[src/rtl/mac_array_unit.sv]
// mac_array_unit: multi-lane signed multiply-accumulate PE driving a single dest register.
// Define MAC_ARRAY_SAT_EN for a saturating accumulate and sum output with an ovf flag; otherwise results wrap.

module mac_array_lane #(
  parameter int D_WIDTH = 16
) (
  input  logic                 clk,
  input  logic                 rst,
  input  logic                 en,
  input  logic [D_WIDTH-1:0]   a,
  input  logic [D_WIDTH-1:0]   b,
  output logic [2*D_WIDTH-1:0] prod
);
  always_ff @(posedge clk) begin
    if (rst)     prod <= '0;
    else if (en) prod <= (2*D_WIDTH)'($signed(a)) * (2*D_WIDTH)'($signed(b));
  end
endmodule

module mac_array_unit #(
  parameter int D_WIDTH   = 16,
  parameter int I_WIDTH   = 4,
  parameter int LANES     = 4,
  parameter int ACC_WIDTH = 32,
  parameter int FRAC_BITS = 16
) (
  input  logic                       clk,
  input  logic                       rst,
  input  logic                       start,
  input  logic                       clear_acc,
  input  logic [I_WIDTH-1:0]         index_in,
  input  logic [LANES*D_WIDTH-1:0]   a,
  input  logic [LANES*D_WIDTH-1:0]   b,
  input  logic [ACC_WIDTH-1:0]       dest_data_in,
  output logic                       ready,
  output logic                       pop,
  output logic                       dest_rd_en,
  output logic                       dest_wr_en,
  output logic [I_WIDTH-1:0]         dest_index,
  output logic [ACC_WIDTH-1:0]       dest_data_out,
  output logic                       done,
  output logic [D_WIDTH-1:0]         sum,
  output logic                       ovf
);
  localparam int SUM_HI = FRAC_BITS + D_WIDTH - 1;
`ifdef MAC_ARRAY_SAT_EN
  // Headroom so the lane sum plus partial sum can never wrap before clamping.
  localparam int EXT_W = ACC_WIDTH + $clog2(LANES) + 1;
`else
  localparam int EXT_W = ACC_WIDTH;
`endif

  typedef enum logic [2:0] {IDLE, FETCH, GET, MUL, ACC, STORE} state_t;
  state_t state, nxt;

  logic                                 accept;
  logic                                 clear_r;
  logic [LANES-1:0][D_WIDTH-1:0]        a_r, b_r;
  logic signed [ACC_WIDTH-1:0]          psum_r;
  logic [LANES-1:0][2*D_WIDTH-1:0]      prod;
  logic signed [EXT_W-1:0]              total;
  logic [ACC_WIDTH-1:0]                 acc_nxt;
  logic [D_WIDTH-1:0]                   sum_nxt;
`ifdef MAC_ARRAY_SAT_EN
  logic                                 acc_sat, sum_sat;
`endif

  // ready is a registered copy of "state is IDLE or STORE", low for one cycle after reset.
  assign accept = start & ready;

  always_ff @(posedge clk) begin
    if (rst) state <= IDLE;
    else     state <= nxt;
  end

  always_comb begin
    nxt = state;
    case (state)
      IDLE:    if (accept) nxt = FETCH;
      FETCH:   nxt = GET;
      GET:     nxt = MUL;
      MUL:     nxt = ACC;
      ACC:     nxt = STORE;
      STORE:   nxt = accept ? FETCH : IDLE;
      default: nxt = IDLE;
    endcase
  end

  always_ff @(posedge clk) begin
    if (rst) begin
      ready      <= 1'b0;
      pop        <= 1'b0;
      dest_rd_en <= 1'b0;
      dest_wr_en <= 1'b0;
      done       <= 1'b0;
      dest_index <= '0;
      clear_r    <= 1'b0;
    end else begin
      ready      <= (nxt == IDLE) || (nxt == STORE);
      pop        <= (nxt == FETCH);
      dest_rd_en <= (nxt == FETCH);
      dest_wr_en <= (nxt == STORE);
      done       <= (nxt == STORE);
      if (accept) begin
        dest_index <= index_in;
        clear_r    <= clear_acc;
      end
    end
  end

  // Operand FIFOs and dest register present data one cycle after pop/rd_en.
  always_ff @(posedge clk) begin
    if (rst) begin
      a_r    <= '0;
      b_r    <= '0;
      psum_r <= '0;
    end else if (state == GET) begin
      a_r    <= a;
      b_r    <= b;
      psum_r <= clear_r ? '0 : dest_data_in;
    end
  end

  for (genvar i = 0; i < LANES; i++) begin : g_lane
    mac_array_lane #(.D_WIDTH(D_WIDTH)) u_lane (
      .clk  (clk),
      .rst  (rst),
      .en   (state == MUL),
      .a    (a_r[i]),
      .b    (b_r[i]),
      .prod (prod[i])
    );
  end

  always_comb begin
    total = EXT_W'(psum_r);
    for (int i = 0; i < LANES; i++) total = total + EXT_W'($signed(prod[i]));
`ifdef MAC_ARRAY_SAT_EN
    acc_sat = !((&total[EXT_W-1:ACC_WIDTH-1]) || !(|total[EXT_W-1:ACC_WIDTH-1]));
    acc_nxt = total[ACC_WIDTH-1:0];
    if (acc_sat) acc_nxt = total[EXT_W-1] ? {1'b1, {(ACC_WIDTH-1){1'b0}}}
                                          : {1'b0, {(ACC_WIDTH-1){1'b1}}};
    sum_sat = !((&acc_nxt[ACC_WIDTH-1:SUM_HI]) || !(|acc_nxt[ACC_WIDTH-1:SUM_HI]));
    sum_nxt = acc_nxt[SUM_HI:FRAC_BITS];
    if (sum_sat) sum_nxt = acc_nxt[ACC_WIDTH-1] ? {1'b1, {(D_WIDTH-1){1'b0}}}
                                                : {1'b0, {(D_WIDTH-1){1'b1}}};
`else
    acc_nxt = total;
    sum_nxt = acc_nxt[SUM_HI:FRAC_BITS];
`endif
  end

  always_ff @(posedge clk) begin
    if (rst) begin
      dest_data_out <= '0;
      sum           <= '0;
    end else if (state == ACC) begin
      dest_data_out <= acc_nxt;
      sum           <= sum_nxt;
    end
  end

`ifdef MAC_ARRAY_SAT_EN
  always_ff @(posedge clk) begin
    if (rst)                ovf <= 1'b0;
    else if (state == ACC)  ovf <= acc_sat | sum_sat;
  end
`else
  assign ovf = 1'b0;
`endif

endmodule

[config.mk]
export PLATFORM = sky130hd
export DESIGN_NAME = mac_array_unit
export DESIGN_NICKNAME = d
export VERILOG_FILES = /design/src/rtl/mac_array_unit.sv
export SDC_FILE = /design/constraint.sdc
export NUM_CORES = 2
export LEC_CHECK = 0
export BUFFER_PORTS_ARGS = -buffer_cell sky130_fd_sc_hd__buf_4
export CAP_MARGIN = 20
export CORE_MARGIN = 2
export CORE_UTILIZATION = 40
export DETAILED_ROUTE_END_ITERATION = 6
export SETUP_SLACK_MARGIN = 0.02
export SLEW_MARGIN = 20
export SYNTH_ARGS = -nofsm -noshare
export SYNTH_HDL_FRONTEND = slang
export SYNTH_SLANG_ARGS = --single-unit
[constraint.sdc]
create_clock -name clk -period 5.79 [get_ports clk]
set_input_delay 1.158 -clock clk [delete_from_list [all_inputs] [get_ports clk]]
set_output_delay 1.158 -clock clk [all_outputs]
set_load 0.02 [all_outputs]
==> impl_metrics.ini <==
[synth]
synth_area_leaders = fa_1 (42%), dfxtp_1 (12%), ha_1 (8.4%)
syn_avg_cell_area_um2 = 8.96
postSynthCellCount = 6017
syn_nets = 7685
yosysUniqueCellTypes = 79
synth_edf_count = 0
synth_area_mm2 = 0.0539
yosysTopAreaCell = fa_1
synthFlopType = dfxtp_1
ys_seq_area_frac = 0.123
async_reset_ff_frac = 0
synth_seq_cells = 331
yosysWarningCount = 0
synth.top_cell.area_share = 0.423

[place]
post-place-ws_ns = -0.323
portBuffers = 224
dp_hpwl_um = 122000
dp_cells = 8241
gp_congestion = 0.880
dpl_cell_area_mm2 = 0.0609

[routing]
drt_wl_total_um = 148000
antenna_left = 0
drc = 0
wl_per_cell_um = 17.7
vias = 41700
first_iter_violations = 2133
via_per_inst = 4.97
drt_first_pass_iters = 6

[timing]
finalClockSkew_ns = 0.0316
finalHoldViolations = 0
finalCritPeriodShare = 1.00
setup_viol = 5
max_slew_margin = 0.356
rsz0062_at_grt = yes
layout_setup_ws_ns = -0.0261
tns_ns = -0.0986
timing.hold.ws_ns = 0.453
period_minus_slack_ns = 5.82
fmax_ghz = 0.172
worst_slew_pin_slew_ns = 0.966
maxSlewViolCount = 0

[global_routing]
grt-ovfl-total = 0
grt_max_degree = 161
grt_pass1_wl_um = 238000
antenna_found_initial = 3
grt_pass1_vias = 43900
grtUsageTotal = 0.219

[worst_setup_path]
crit_buf_inv = 6
start_kind = register
crit_chain = buf_4, nand2_1, fa_1, fa_2, fa_1, inv_2, fa_1, fa_1, inv_2, fa_1, inv_2, ha_4, and4_4, buf_6, nand2b_4, nor3_4, buf_6, o21ai_4, a31oi_4, a21bo_1, a21oi_2, or3_1, nand3_1
cpMostUsedCell = fa_1
cp_data_required_time_ns = 6.35
path_delay_family = adder cells
critPathArrivalTime_ns = 6.38
r2r_slack_ns = -0.03
end_kind = register
worst_path_largest_cell_delay_ns = 0.56
path_class = register to register
slowest_stage = fa_1
crit_path_max_fanout = 4

[clock_network]
path_clk_slew_ns = 0.06
ctsHoldBuffers = 0
cts_num_sinks = 331
clock_latency_ns = 0.64
numCtsBuffers = 43
cts-root-buf = clkbuf_16
clk_path_buf_depth = 3
htreeDepth = 2
tritoncts = yes

[floorplanning]
core_mm2 = 0.134
ioPinCount = 226
fp.dieW_um = 371
row_count = 134
die_height_um = 371
initial_core_util = 0.404
die-area_mm2 = 0.138

[final_layout]
design_area_mm2 = 0.0654
syn_to_final_growth_pct = 21.2
final_cells = 8388
fin_util = 0.489
nets = 8254
n_antenna_cell = 0
fill_cells = 12500
final_layout_size_suffix_gt1_frac = 0.206

[power_and_ir_drop]
vdd_drop_max_uv = 181
power_density_mw_per_mm2 = 124
power_leakage_nw = 32.3
total_power_mw = 8.09

[run]
drv_cap = 0

[worst_hold_path]
hp-class = register to register

[run_status]
status = finished with violations
violations = negative setup slack
==> worst register-to-register path, stage by stage (launching register included) <==
cell and delay [ns]:
dfxtp_4 0.37, buf_4 0.13, nand2_1 0.07, fa_1 0.56
fa_2 0.47, fa_1 0.56, inv_2 0.04, fa_1 0.51
fa_1 0.54, inv_2 0.04, fa_1 0.52, inv_2 0.05
ha_4 0.27, and4_4 0.23, buf_6 0.11, nand2b_4 0.05
nor3_4 0.13, buf_6 0.14, o21ai_4 0.07, a31oi_4 0.18
a21bo_1 0.17, a21oi_2 0.07, or3_1 0.37, nand3_1 0.07
==> per-layer routing <==
layer | global-route usage | share of wire | wire length (um) | vias up
li1 | - | - | - | 19400
met1 | 0.304 | 0.44 | 65600 | 21100
met2 | 0.356 | 0.47 | 69300 | 1062
met3 | 0.0366 | 0.062 | 9200 | 196
met4 | 0.0536 | 0.027 | 4070 | 0
met5 | 0 | 0 | 0 | -
==> synth_stat cells, drive strengths merged, types with 5 or more instances <==
library cell,n
nor2,137
inv,1157
clkbuf,248
o21bai,19
a21oi,374
o211ai,8
nand2b,28
nand3,39
buf,30
a221oi,5
a211oi,41
o21a,25
a21o,42
nor4b,5
dfxtp,331
and3,9
o41ai,5
o31ai,9
o21ai,98
xnor2,123
xor2,44
or3,12
or2,5
nor2b,12
o311ai,5
nor3,44
a21boi,5
ha,360
fa,1140
a31oi,18
nand3b,35
nand4,11
and2,496
nand2,1031
==> worst paths after layout <==
kind	start	end	cells past startpoint
max	b_r[34]$_SDFFE_PP0N_	g_lane[2].u_lane.prod[28]$_SDFFE_PP0N_	23
min	dest_index[1]$_SDFFE_PP0P_	dest_index[1]$_SDFFE_PP0P_	2
max reg2reg	b_r[34]$_SDFFE_PP0N_	g_lane[2].u_lane.prod[28]$_SDFFE_PP0N_	23
min reg2reg	dest_index[1]$_SDFFE_PP0P_	dest_index[1]$_SDFFE_PP0P_	2
==> area by class of cell <==
class                           count  area, um^2  share of cell area
Tap cell                         1768        2210              0.0338
Clock inverter                     27         337             0.00515
Sequential cell                   331        6930               0.106
Timing Repair Buffer              802        6620               0.101
Clock buffer                       52        1170              0.0179
Inverter                         1157        4350              0.0665
Multi-Input combinational cell   4251       43700               0.669
==> what timing repair did <==
| item | in CTS | in global routing |
|---|---|---|
| buffers inserted | 30 | 43 |
| pin swaps | 109 | 265 |
| hold endpoints to repair | 0 | 0 |
| gates cloned | 0 | 1 |
| setup endpoints to repair | 51 | 57 |
| gates resized for setup | 267 | 396 |
==> state kept, by name, indices dropped and copies added (netlist names) <==
register / flops
done: 1
psum_r: 32
clear_r: 1
b_r: 64
g_lane.u_lane.prod: 128
dest_data_out: 32
ready: 1
state: 3
dest_index: 4
a_r: 64
dest_rd_en: 1
==> power by group <==
group | switching [mW] | internal, mW
Clock | 1.28 | 1.66
Sequential | 0.228 | 2.39
Combinational | 1.42 | 1.11
==> kinds of logic (layout without fill, tap and decap cells) <==
family	count (synthesis)	in the layout	synth area share
AO/OA/AOI/OAI	695	695	0.0771
XOR/XNOR	167	167	0.0271
adder cells (fa/ha/maj)	1500	1500	0.507
buffers and inverters	1435	2038	0.101
flip-flops	331	331	0.123
multiplexers	3	3	0.000557
other	1	1	0.0000695
AND/OR/NAND/NOR	1885	1885	0.164
==> placed cells by master, fill, tap and decap left out, types with 17 or more instances in the layout <==
| cell | n |
|---|---|
| nand2b_1 | 27 |
| ha_4 | 51 |
| a211oi_1 | 29 |
| inv_1 | 1100 |
| dfxtp_1 | 225 |
| fa_2 | 49 |
| and2_4 | 33 |
| nand2_2 | 20 |
| nand3_1 | 35 |
| o21ai_0 | 53 |
| xnor2_1 | 113 |
| a21o_1 | 40 |
| buf_4 | 705 |
| o21bai_1 | 17 |
| ha_1 | 303 |
| buf_12 | 25 |
| dfxtp_2 | 38 |
| inv_2 | 55 |
| and2_1 | 463 |
| a21oi_2 | 31 |
| nand3b_1 | 35 |
| nor3_1 | 31 |
| buf_6 | 67 |
| nor2_1 | 129 |
| o21ai_1 | 31 |
| nand2_1 | 1007 |
| a21oi_1 | 339 |
| dfxtp_4 | 68 |
| o21a_1 | 25 |
| xor2_1 | 43 |
| fa_1 | 1091 |
| clkbuf_16 | 44 |
No activity file was read; power rests on OpenSTA's default activity.
